<file path="src/rtl/dfe_biquad_cascade.sv">
// Cascade of direct-form-I biquads sharing one multiplier-accumulator.
// One sample is processed at a time: five MAC cycles plus a round cycle per active stage.
module dfe_biquad_cascade #(
  parameter int DATA_WIDTH = 16,
  parameter int COEF_WIDTH = 16,
  parameter int FRAC_WIDTH = 14,
  parameter int NUM_STAGES = 2
) (
  input  logic                  CLK,
  input  logic                  RST,
  input  logic                  in_valid,
  output logic                  in_ready,
  input  logic [DATA_WIDTH-1:0] x_n,
  output logic                  out_valid,
  output logic [DATA_WIDTH-1:0] y_n,
  input  logic                  coef_we,
  input  logic [2:0]            coef_stage,
  input  logic [2:0]            coef_sel,
  input  logic [COEF_WIDTH-1:0] coef_data,
  input  logic [NUM_STAGES-1:0] bypass
);

  localparam int ACC_W = DATA_WIDTH + COEF_WIDTH + 3;
  localparam int SW    = (NUM_STAGES > 1) ? $clog2(NUM_STAGES) : 1;

  localparam logic [SW-1:0] LAST_STAGE = SW'(NUM_STAGES - 1);
  localparam logic signed [COEF_WIDTH-1:0] COEF_ONE =
    {{(COEF_WIDTH-1){1'b0}}, 1'b1} << FRAC_WIDTH;
  localparam logic signed [ACC_W-1:0] RND_BIAS =
    {{(ACC_W-1){1'b0}}, 1'b1} << (FRAC_WIDTH - 1);
  localparam logic signed [ACC_W-1:0] SAT_MAX =
    {{(ACC_W-DATA_WIDTH+1){1'b0}}, {(DATA_WIDTH-1){1'b1}}};
  localparam logic signed [ACC_W-1:0] SAT_MIN =
    {{(ACC_W-DATA_WIDTH+1){1'b1}}, {(DATA_WIDTH-1){1'b0}}};

  typedef enum logic [2:0] {
    S_IDLE   = 3'd0,
    S_MAC    = 3'd1,
    S_ROUND  = 3'd2,
    S_SKIP   = 3'd3,
    S_OUTPUT = 3'd4
  } state_t;

  state_t state_r, state_nx_s;

  logic [SW-1:0]                 stage_r;
  logic [2:0]                    tap_r;
  logic signed [ACC_W-1:0]       acc_r;
  logic signed [DATA_WIDTH-1:0]  xin_r;
  logic [NUM_STAGES-1:0]         byp_r;
  logic [DATA_WIDTH-1:0]         y_r;
  logic                          vld_r;
  logic                          rdy_r;

  logic signed [COEF_WIDTH-1:0]  wb_r    [NUM_STAGES][5];
  logic signed [COEF_WIDTH-1:0]  ab_r    [NUM_STAGES][5];
  logic signed [COEF_WIDTH-1:0]  wb_nx_s [NUM_STAGES][5];
  logic signed [DATA_WIDTH-1:0]  x1_r [NUM_STAGES];
  logic signed [DATA_WIDTH-1:0]  x2_r [NUM_STAGES];
  logic signed [DATA_WIDTH-1:0]  y1_r [NUM_STAGES];
  logic signed [DATA_WIDTH-1:0]  y2_r [NUM_STAGES];

  logic                          accept_s;
  logic                          last_s;
  logic [SW-1:0]                 stage_inc_s;
  logic                          next_byp_s;
  logic signed [DATA_WIDTH-1:0]  data_s;
  logic signed [COEF_WIDTH-1:0]  coef_s;
  logic                          sub_s;
  logic signed [ACC_W-1:0]       data_ext_s;
  logic signed [ACC_W-1:0]       coef_ext_s;
  logic signed [ACC_W-1:0]       prod_s;
  logic signed [ACC_W-1:0]       acc_nx_s;
  logic signed [DATA_WIDTH-1:0]  res_s;
  logic                          rdy_nx_s;
  logic                          vld_nx_s;

  function automatic logic signed [DATA_WIDTH-1:0] round_sat(input logic signed [ACC_W-1:0] a);
    logic signed [ACC_W-1:0] r;
    r = (a + RND_BIAS) >>> FRAC_WIDTH;
    if (r > SAT_MAX) begin
      return SAT_MAX[DATA_WIDTH-1:0];
    end else if (r < SAT_MIN) begin
      return SAT_MIN[DATA_WIDTH-1:0];
    end else begin
      return r[DATA_WIDTH-1:0];
    end
  endfunction

  assign accept_s    = in_valid && rdy_r;
  assign last_s      = (stage_r == LAST_STAGE);
  assign stage_inc_s = stage_r + SW'(1'b1);
  assign next_byp_s  = byp_r[stage_inc_s];
  assign res_s       = round_sat(acc_r);
  assign in_ready    = rdy_r;
  assign out_valid   = vld_r;
  assign y_n         = y_r;

  // Write bank with this cycle's write folded in, so an accept sees it too
  always_comb begin
    wb_nx_s = wb_r;
    if (coef_we && (32'(coef_stage) < NUM_STAGES) && (coef_sel <= 3'd4)) begin
      wb_nx_s[coef_stage[SW-1:0]][coef_sel] = coef_data;
    end else begin
      wb_nx_s = wb_r;
    end
  end

  // Tap operand select and shared multiply-accumulate
  always_comb begin
    data_s = xin_r;
    coef_s = ab_r[stage_r][0];
    sub_s  = 1'b0;
    case (tap_r)
      3'd0: begin data_s = xin_r;          coef_s = ab_r[stage_r][0]; sub_s = 1'b0; end
      3'd1: begin data_s = x1_r[stage_r];  coef_s = ab_r[stage_r][1]; sub_s = 1'b0; end
      3'd2: begin data_s = x2_r[stage_r];  coef_s = ab_r[stage_r][2]; sub_s = 1'b0; end
      3'd3: begin data_s = y1_r[stage_r];  coef_s = ab_r[stage_r][3]; sub_s = 1'b1; end
      3'd4: begin data_s = y2_r[stage_r];  coef_s = ab_r[stage_r][4]; sub_s = 1'b1; end
      default: begin
        data_s = {DATA_WIDTH{1'b0}};
        coef_s = {COEF_WIDTH{1'b0}};
        sub_s  = 1'b0;
      end
    endcase
    data_ext_s = {{(ACC_W-DATA_WIDTH){data_s[DATA_WIDTH-1]}}, data_s};
    coef_ext_s = {{(ACC_W-COEF_WIDTH){coef_s[COEF_WIDTH-1]}}, coef_s};
    prod_s     = data_ext_s * coef_ext_s;
    if (sub_s) begin
      acc_nx_s = acc_r - prod_s;
    end else begin
      acc_nx_s = acc_r + prod_s;
    end
  end

  // FSM state register
  always_ff @(posedge CLK) begin
    if (RST) begin
      state_r <= S_IDLE;
    end else begin
      state_r <= state_nx_s;
    end
  end

  // FSM next-state logic
  always_comb begin
    state_nx_s = state_r;
    case (state_r)
      S_IDLE: begin
        if (accept_s) begin
          state_nx_s = bypass[0] ? S_SKIP : S_MAC;
        end else begin
          state_nx_s = S_IDLE;
        end
      end
      S_MAC: begin
        if (tap_r == 3'd4) begin
          state_nx_s = S_ROUND;
        end else begin
          state_nx_s = S_MAC;
        end
      end
      S_ROUND, S_SKIP: begin
        if (last_s) begin
          state_nx_s = S_OUTPUT;
        end else begin
          state_nx_s = next_byp_s ? S_SKIP : S_MAC;
        end
      end
      S_OUTPUT: state_nx_s = S_IDLE;
      default:  state_nx_s = S_IDLE;
    endcase
  end

  // FSM outputs, decoded from the next state so the handshake flops line up with it
  always_comb begin
    rdy_nx_s = (state_nx_s == S_IDLE);
    vld_nx_s = (state_nx_s == S_OUTPUT);
  end

  // Datapath, coefficient banks, histories and output registers
  always_ff @(posedge CLK) begin
    if (RST) begin
      stage_r <= {SW{1'b0}};
      tap_r   <= 3'd0;
      acc_r   <= {ACC_W{1'b0}};
      xin_r   <= {DATA_WIDTH{1'b0}};
      byp_r   <= {NUM_STAGES{1'b0}};
      y_r     <= {DATA_WIDTH{1'b0}};
      vld_r   <= 1'b0;
      rdy_r   <= 1'b0;
      for (int s = 0; s < NUM_STAGES; s++) begin
        x1_r[s] <= {DATA_WIDTH{1'b0}};
        x2_r[s] <= {DATA_WIDTH{1'b0}};
        y1_r[s] <= {DATA_WIDTH{1'b0}};
        y2_r[s] <= {DATA_WIDTH{1'b0}};
        for (int k = 0; k < 5; k++) begin
          wb_r[s][k] <= (k == 0) ? COEF_ONE : {COEF_WIDTH{1'b0}};
          ab_r[s][k] <= (k == 0) ? COEF_ONE : {COEF_WIDTH{1'b0}};
        end
      end
    end else begin
      wb_r  <= wb_nx_s;
      vld_r <= vld_nx_s;
      rdy_r <= rdy_nx_s;
      case (state_r)
        S_IDLE: begin
          if (accept_s) begin
            xin_r   <= x_n;
            byp_r   <= bypass;
            ab_r    <= wb_nx_s;
            stage_r <= {SW{1'b0}};
            tap_r   <= 3'd0;
            acc_r   <= {ACC_W{1'b0}};
          end
        end
        S_MAC: begin
          acc_r <= acc_nx_s;
          tap_r <= tap_r + 3'd1;
        end
        S_ROUND: begin
          x2_r[stage_r] <= x1_r[stage_r];
          x1_r[stage_r] <= xin_r;
          y2_r[stage_r] <= y1_r[stage_r];
          y1_r[stage_r] <= res_s;
          xin_r <= res_s;
          tap_r <= 3'd0;
          acc_r <= {ACC_W{1'b0}};
          if (last_s) begin
            y_r <= res_s;
          end else begin
            stage_r <= stage_inc_s;
          end
        end
        S_SKIP: begin
          tap_r <= 3'd0;
          acc_r <= {ACC_W{1'b0}};
          if (last_s) begin
            y_r <= xin_r;
          end else begin
            stage_r <= stage_inc_s;
          end
        end
        default: begin
          tap_r <= 3'd0;
        end
      endcase
    end
  end

endmodule

</file>
<file path="config.mk">
export PLATFORM = sky130hd
export DESIGN_NAME = dfe_biquad_cascade
export DESIGN_NICKNAME = d
export VERILOG_FILES = /design/src/rtl/dfe_biquad_cascade.sv
export SDC_FILE = /design/constraint.sdc
export NUM_CORES = 2
export LEC_CHECK = 0
export BUFFER_PORTS_ARGS = -buffer_cell sky130_fd_sc_hd__buf_4
export CORE_UTILIZATION = 64
export DETAILED_ROUTE_END_ITERATION = 8
export PLACE_DENSITY = 0.81
export SETUP_SLACK_MARGIN = 0.5
export SYNTH_ARGS = -nofsm -noshare
export SYNTH_HDL_FRONTEND = slang
export SYNTH_SLANG_ARGS = --single-unit
</file>
<file path="constraint.sdc">
create_clock -name CLK -period 11.6 [get_ports CLK]
set_input_delay 1.16 -clock CLK [delete_from_list [all_inputs] [get_ports CLK]]
set_output_delay 1.16 -clock CLK [all_outputs]
set_load 0.01 [all_outputs]
</file>
# Yosys cells after proc, flatten, opt, wreduce, memory -nomap -nowiden
# Memory sizes are Yosys's and may differ from the RTL's. A register that Yosys moved wholly into a read port is not among the register bits.
# Index checks and enable logic that the tools add are counted.
[op_classes]
magnitude_cmp = 10
addsub = 5
n_reduce_logical = 23
eq_ne = 11
multipliers = 1
mux = 60
bitwise = 3
[ops]
columns = ["operator", "count"]
rows = [
  ["80-bit two-way mux", 4],
  ["160-bit bitwise mux", 1],
  ["16-bit two-way mux", 10],
  ["160-bit two-way mux", 1],
  ["16-bit case mux with 5 select lines", 2],
  ["35-bit case mux with 3 select lines", 1],
  ["80-bit demux with 1-bit select", 1],
  ["35-bit two-way mux", 2],
  ["16-bit case mux with 2 select lines", 2],
  ["16-bit OR reduction", 4],
  ["16-bit demux with 3-bit select", 1],
  ["35-bit by 15-bit adder with 35-bit output (second input constant)", 1],
  ["35-bit by 32-bit adder with 35-bit output", 1],
  ["35-bit by 32-bit subtractor with 35-bit output", 1],
  ["16-bit by 16-bit multiplier with 32-bit output", 1],
  ["1-bit two-way mux", 26],
  ["21-bit by 16-bit > comparator with 1-bit output (second input constant)", 1],
  ["21-bit by 16-bit less-than comparator with 1-bit output (second input constant)", 1],
  ["3-bit by 2-bit == test with 1-bit output (second input constant)", 4],
  ["3-bit zero test", 3],
  ["3-bit case mux with 3 select lines", 1],
  ["2-bit two-way mux", 4],
  ["2-bit AND reduction", 4],
  ["3-bit by 1-bit == test with 1-bit output (second input constant)", 2],
  ["21 further kinds", 34],
]
[word_totals]
register_bits = 398
n_memories = 4
output_inout_bits = 18
elab_cells = 146
inputBits = 44
ram_bits = 128
[memory_table]
columns = ["name", "depth", "word_bits", "rd", "rd_clocked_by_memory_dff", "write_ports", "line", "text"]
rows = [
  ["x1_r", 2, 16, 1, 1, 2, "58", "logic signed [DATA_WIDTH-1:0] x1_r [NUM_STAGES];"],
  ["x2_r", 2, 16, 1, 1, 2, "59", "logic signed [DATA_WIDTH-1:0] x2_r [NUM_STAGES];"],
  ["y1_r", 2, 16, 1, 1, 2, "60", "logic signed [DATA_WIDTH-1:0] y1_r [NUM_STAGES];"],
  ["y2_r", 2, 16, 1, 1, 2, "61", "logic signed [DATA_WIDTH-1:0] y2_r [NUM_STAGES];"],
]

# Longest topological paths before layout
[depth]
depth_word = 9
ltp_mapped = 48

# Least setup slack after synthesis
# OpenSTA, ideal clock, no wires.
[synth_timing]
path_kind = "register to register"
from = "register with a tool-made name"
to = "register acc_r[33]"
required_time_ns = 11.521
setup_time_ns = 0.079
stages_incl_launch_ff = 43
arrival_ns = 10.599
slack_ns = 0.922
path_cell_list = "dfxtp_1 > buf_1 > buf_2 > buf_1 > mux2i_1 > o22ai_1 > a221oi_1 > clkbuf_1 > nor2_1 > fa_1 > fa_1 > inv_1 > fa_1 > inv_1 > fa_1 > fa_1 > inv_1 > fa_1 > [7 not listed] > nor2_1 > nand3_1 > nor4_1 > a21oi_1 > xor2_1 > ha_1 > a21o_1 > a21o_1 > a21o_1 > a21o_1 > a21o_1 > a21o_1 > a21o_1 > a221o_1 > a21o_1 > a21oi_1 > nand4b_1 > o211ai_1"
[synth_rtl]
columns = ["item", "line", "text"]
rows = [
  ["end signal, assigned", "186", "acc_r <= {ACC_W{1'b0}};"],
  ["end signal, assigned", "214", "acc_r <= {ACC_W{1'b0}};"],
  ["end signal, assigned", "218", "acc_r <= acc_nx_s;"],
  ["end, declared", "48", "logic signed [ACC_W-1:0] acc_r;"],
]

# Final worst setup path
[layout_timing]
from = "register tap_r[0]"
to = "register acc_r[34]"
[layout_between]
elab_chain_cells = 6
elab_cells_between_ends = 14
[layout_rtl]
columns = ["item", "line", "text"]
rows = [
  ["start, declared", "47", "logic [2:0] tap_r;"],
  ["start signal, assigned", "219", "tap_r <= tap_r + 3'd1;"],
  ["3-bit == test (tied with other cells)", "114", "case (tap_r)"],
  ["16-bit case mux with 5 select lines", "114", ""],
  ["16-bit by 16-bit multiplier with 32-bit output", "128", "prod_s = data_ext_s * coef_ext_s;"],
  ["35-bit by 32-bit adder with 35-bit output or 35-bit by 32-bit subtractor with 35-bit output (tied branches)", "132, 130", ""],
  ["35-bit two-way mux (*)", "129", "if (sub_s) begin"],
  ["35-bit case mux with 3 select lines (*)", "206", "case (state_r)"],
  ["end signal, assigned", "214", ""],
  ["end signal, assigned", "218", ""],
  ["end signal, assigned", "228", "acc_r <= {ACC_W{1'b0}};"],
]
# Mark *: on every way between the ends. The rest lies on a longest branch, timed or not.
# A chain may end at the register's enable or synchronous reset.

==> flow_summary_export.csv <==
group,metric,value,unit
grt,grt_max_degree,239,
timing,hold_violations,0,
detailed_routing,drt_first_pass_iters,7,
run_status,status,"finished, final reports clean",
floorplanning,die_h,231.1,um
detailed_routing,drt-initial-drc-count,2421,
pwr,total_leakage_power,16.29,nW
placed_design,io_buffers,61,
setup_path,slowest_delay,0.54,ns
yosys,synth_edf_count,128,
timing,fmax,93.46,MHz
grt,grt_pass1_wl,145800,um
yosys,ys_types,84,
yosys,syn_inst,3572,
yosys,yosysTopAreaCell,"dfxtp_1",
clocking,cts_tree,"yes",
placed_design,place_inst,4168,
clocking,cts_sinks,526,
timing,fin_worst_skew,0.03236,ns
clocking,clk_latency,0.62,ns
yosys,synth_ff_type,"dfxtp_1",
detailed_routing,routed_wirelength,92340,um
placed_design,hpwl,66460,um
setup_path,cp_max_fo,24,
clocking,clkTransAtPathRegs,0.06,ns
yosys,synthesis.nets,4002,
floorplanning,core-area,51610,um^2
placed_design,pre_cts_slack,0.3824,ns
timing,report.final.slew_viol_count,0,
worst_hold_path,hold_class,"reg -> reg",
yosys,syn_area_per_cell,9.402,um^2
yosys,synth_seq_area_share,35.17,%
floorplanning,pin_count,62,
yosys,ys_top_cells_by_area,"dfxtp_1 (24%), fa_1 (16%), edfxtp_1 (11%), nor2_1 (7.9%), mux2i_1 (6.8%)",
floorplanning,start_util,65.07,%
detailed_routing,num_vias,26438,
floorplanning,row_count,83,
final_layout,instances_no_fill,4284,
yosys,synth_top_area_share,23.72,%
yosys,synth.most_common_cell,"nor2_1",
detailed_routing,wl_per_cell,21.56,um
timing,worst_pin_slew,1.211,ns
timing,finalCritPeriodShare,92.24,%
floorplanning,die_x,231.1,um
pwr,power.density,176.2,nW/um^2
grt,grt.overflow.total,0,
final_layout,layout.nets,3989,
setup_path,worst-path-buf-inv,9,
timing,rsz0062_at_grt,"no",
detailed_routing,drc_errors,0,
flow_run,maxCapViolations,0,
final_layout,syn_to_final_growth,10.07,%
pwr,ir_drop,139.0,uV
final_layout,fillCellCount,3778,
yosys,netlist_top_cells_count,"nor2_1 (704), dfxtp_1 (398), inv_1 (349)",
grt,grt_use_total,34.97,%
floorplanning,die_area,53390,um^2
timing,setup-tns-final,0,ns
timing,relSlewSlack,19.26,%
placed_design,place.gp.congestion,0.9316,
setup_path,required,12.10,ns
setup_path,worstPathArrival,11.20,ns
grt,grt_pass1_vias,26701,
clocking,cts_max_level,2,
yosys,ys_async_sr_fraction,0,%
setup_path,cp_slowest_cell,"fa_1",
clocking,cts_buffers,54,
timing,setup_viol,0,
clocking,cts_root_buf,"clkbuf_16",
clocking,cts.path.max_buffers,3,
final_layout,drive_gt1_share,10.16,%
setup_path,worstSetupEndpointType,"flip-flop",
timing,period_minus_slack,10.70,ns
yosys,synth_area,33580,um^2
detailed_routing,via_per_inst,6.171,
yosys,synth_warnings,0,
timing,finalWorstSetupSlack,0.9002,ns
yosys,synth_seq_cells,526,
pwr,power,6.512,mW
grt,antenna_found_initial,0,
setup_path,start_kind,"flip-flop",
detailed_routing,ant_nets,0,
setup_path,path_class,"reg -> reg",
setup_path,critical-path-top-delay-family,"adder cells",
final_layout,n_antenna_cell,0,
==> power by group <==
group          total, mW  leakage (nW)  internal [mW]  switching [mW]
Clock               1.83         0.934           1.08           0.755
Combinational       2.62          10.8          0.998            1.63
Sequential          2.06          4.55           1.98          0.0825
==> stage by stage <==
stage | cell area [um^2] | util, % | hold slack, ns
3_3_place_gp | 34750 | 67.34 | 0.4469
4_1_cts | 36690 | 71.08 | 0.4769
5_1_grt | 36960 | 71.62 | 0.4984
2_1_floorplan | 33580 | - | 0.4357
6_report | 36960 | 71.62 | 0.4826
3_5_place_dp | 34750 | 67.34 | 0.4532
==> worst register-to-register path, delay by kind of cell, from the launching register on <==
family                   cells  cell delay, ns
AND/OR/NAND/NOR              6            1.26
flip-flops                   1            0.36
adder cells (fa/ha/maj)      9            3.88
AO/OA/AOI/OAI               15            3.19
XOR/XNOR                     3            0.89
buffers and inverters        9            0.98
==> flip-flops by register name, indices dropped and copies added, names as in the netlist, 16 cells and up, named ones only <==
signal	count
wb_r	160
x2_r	32
x1_r	32
acc_r	35
ab_r	160
y1_r	32
xin_r	16
y_n	16
y2_r	32
==> layout make-up <==
class	instances	area, um^2	area share (%)
Timing Repair Buffer	154	1249	3.378
Tap cell	680	850.8	2.302
Sequential cell	526	11820	31.97
Clock buffer	74	1548	4.187
Clock inverter	27	350.3	0.9478
Inverter	350	1314	3.554
Multi-Input combinational cell	2473	19840	53.66
==> metal layers <==
metal	global-route usage, %	wire length (um)	vias to the layer above
met2	57.28	43860	1081
met1	47.66	38670	13143
met3	4.405	6682	202
li1	-	-	12012
met4	12.89	3136	0
met5	0	0	-
==> kinds of logic (layout without fill, tap and decap cells) <==
group	after synthesis	in the layout	share of synthesized area, %
buffers and inverters	573	605	6.475
DFF	526	526	35.17
muxes	260	260	7.872
and+or+nand+nor	1106	1106	14.12
adders and majority gates	386	386	20.28
xor gates and xnor gates	98	98	2.556
AOI/OAI and AO/OA	623	623	13.52
==> placed cells by master (no fill, tap or decap), drive strengths merged, types with 21 or more instances in the layout <==
master and count:
nor2 705, dfxtp 398, inv 352, fa 264, mux2i 227, a211oi 191, nand2 182, buf 153
edfxtp 128, ha 122, a21oi 96, clkbuf 74, xnor2 60, o21ai 47, a22o 38, xor2 38
and2 38, a22oi 35, mux2 33, o21a 31, and3 31, nand2b 29, a21o 28, nand3 27
a221oi 23, a31oi 21
==> what timing repair did <==
item	CTS	global route
cloned	0	1
hold buffers	0	0
resized for setup	4	37
pin swaps	0	10
endpoints found under the setup margin	2	10
buffers inserted	2	12
==> path summary, 6_finish.rpt <==
path	to	slack, ns	cells past startpoint	start
max	acc_r[34]	0.90	42	tap_r[0]
min	ab_r[78]	0.48	1	ab_r[78]
max reg2reg	acc_r[34]	0.90	42	tap_r[0]
min reg2reg	ab_r[78]	0.48	1	ab_r[78]
Power figures use the tool's default switching activity.
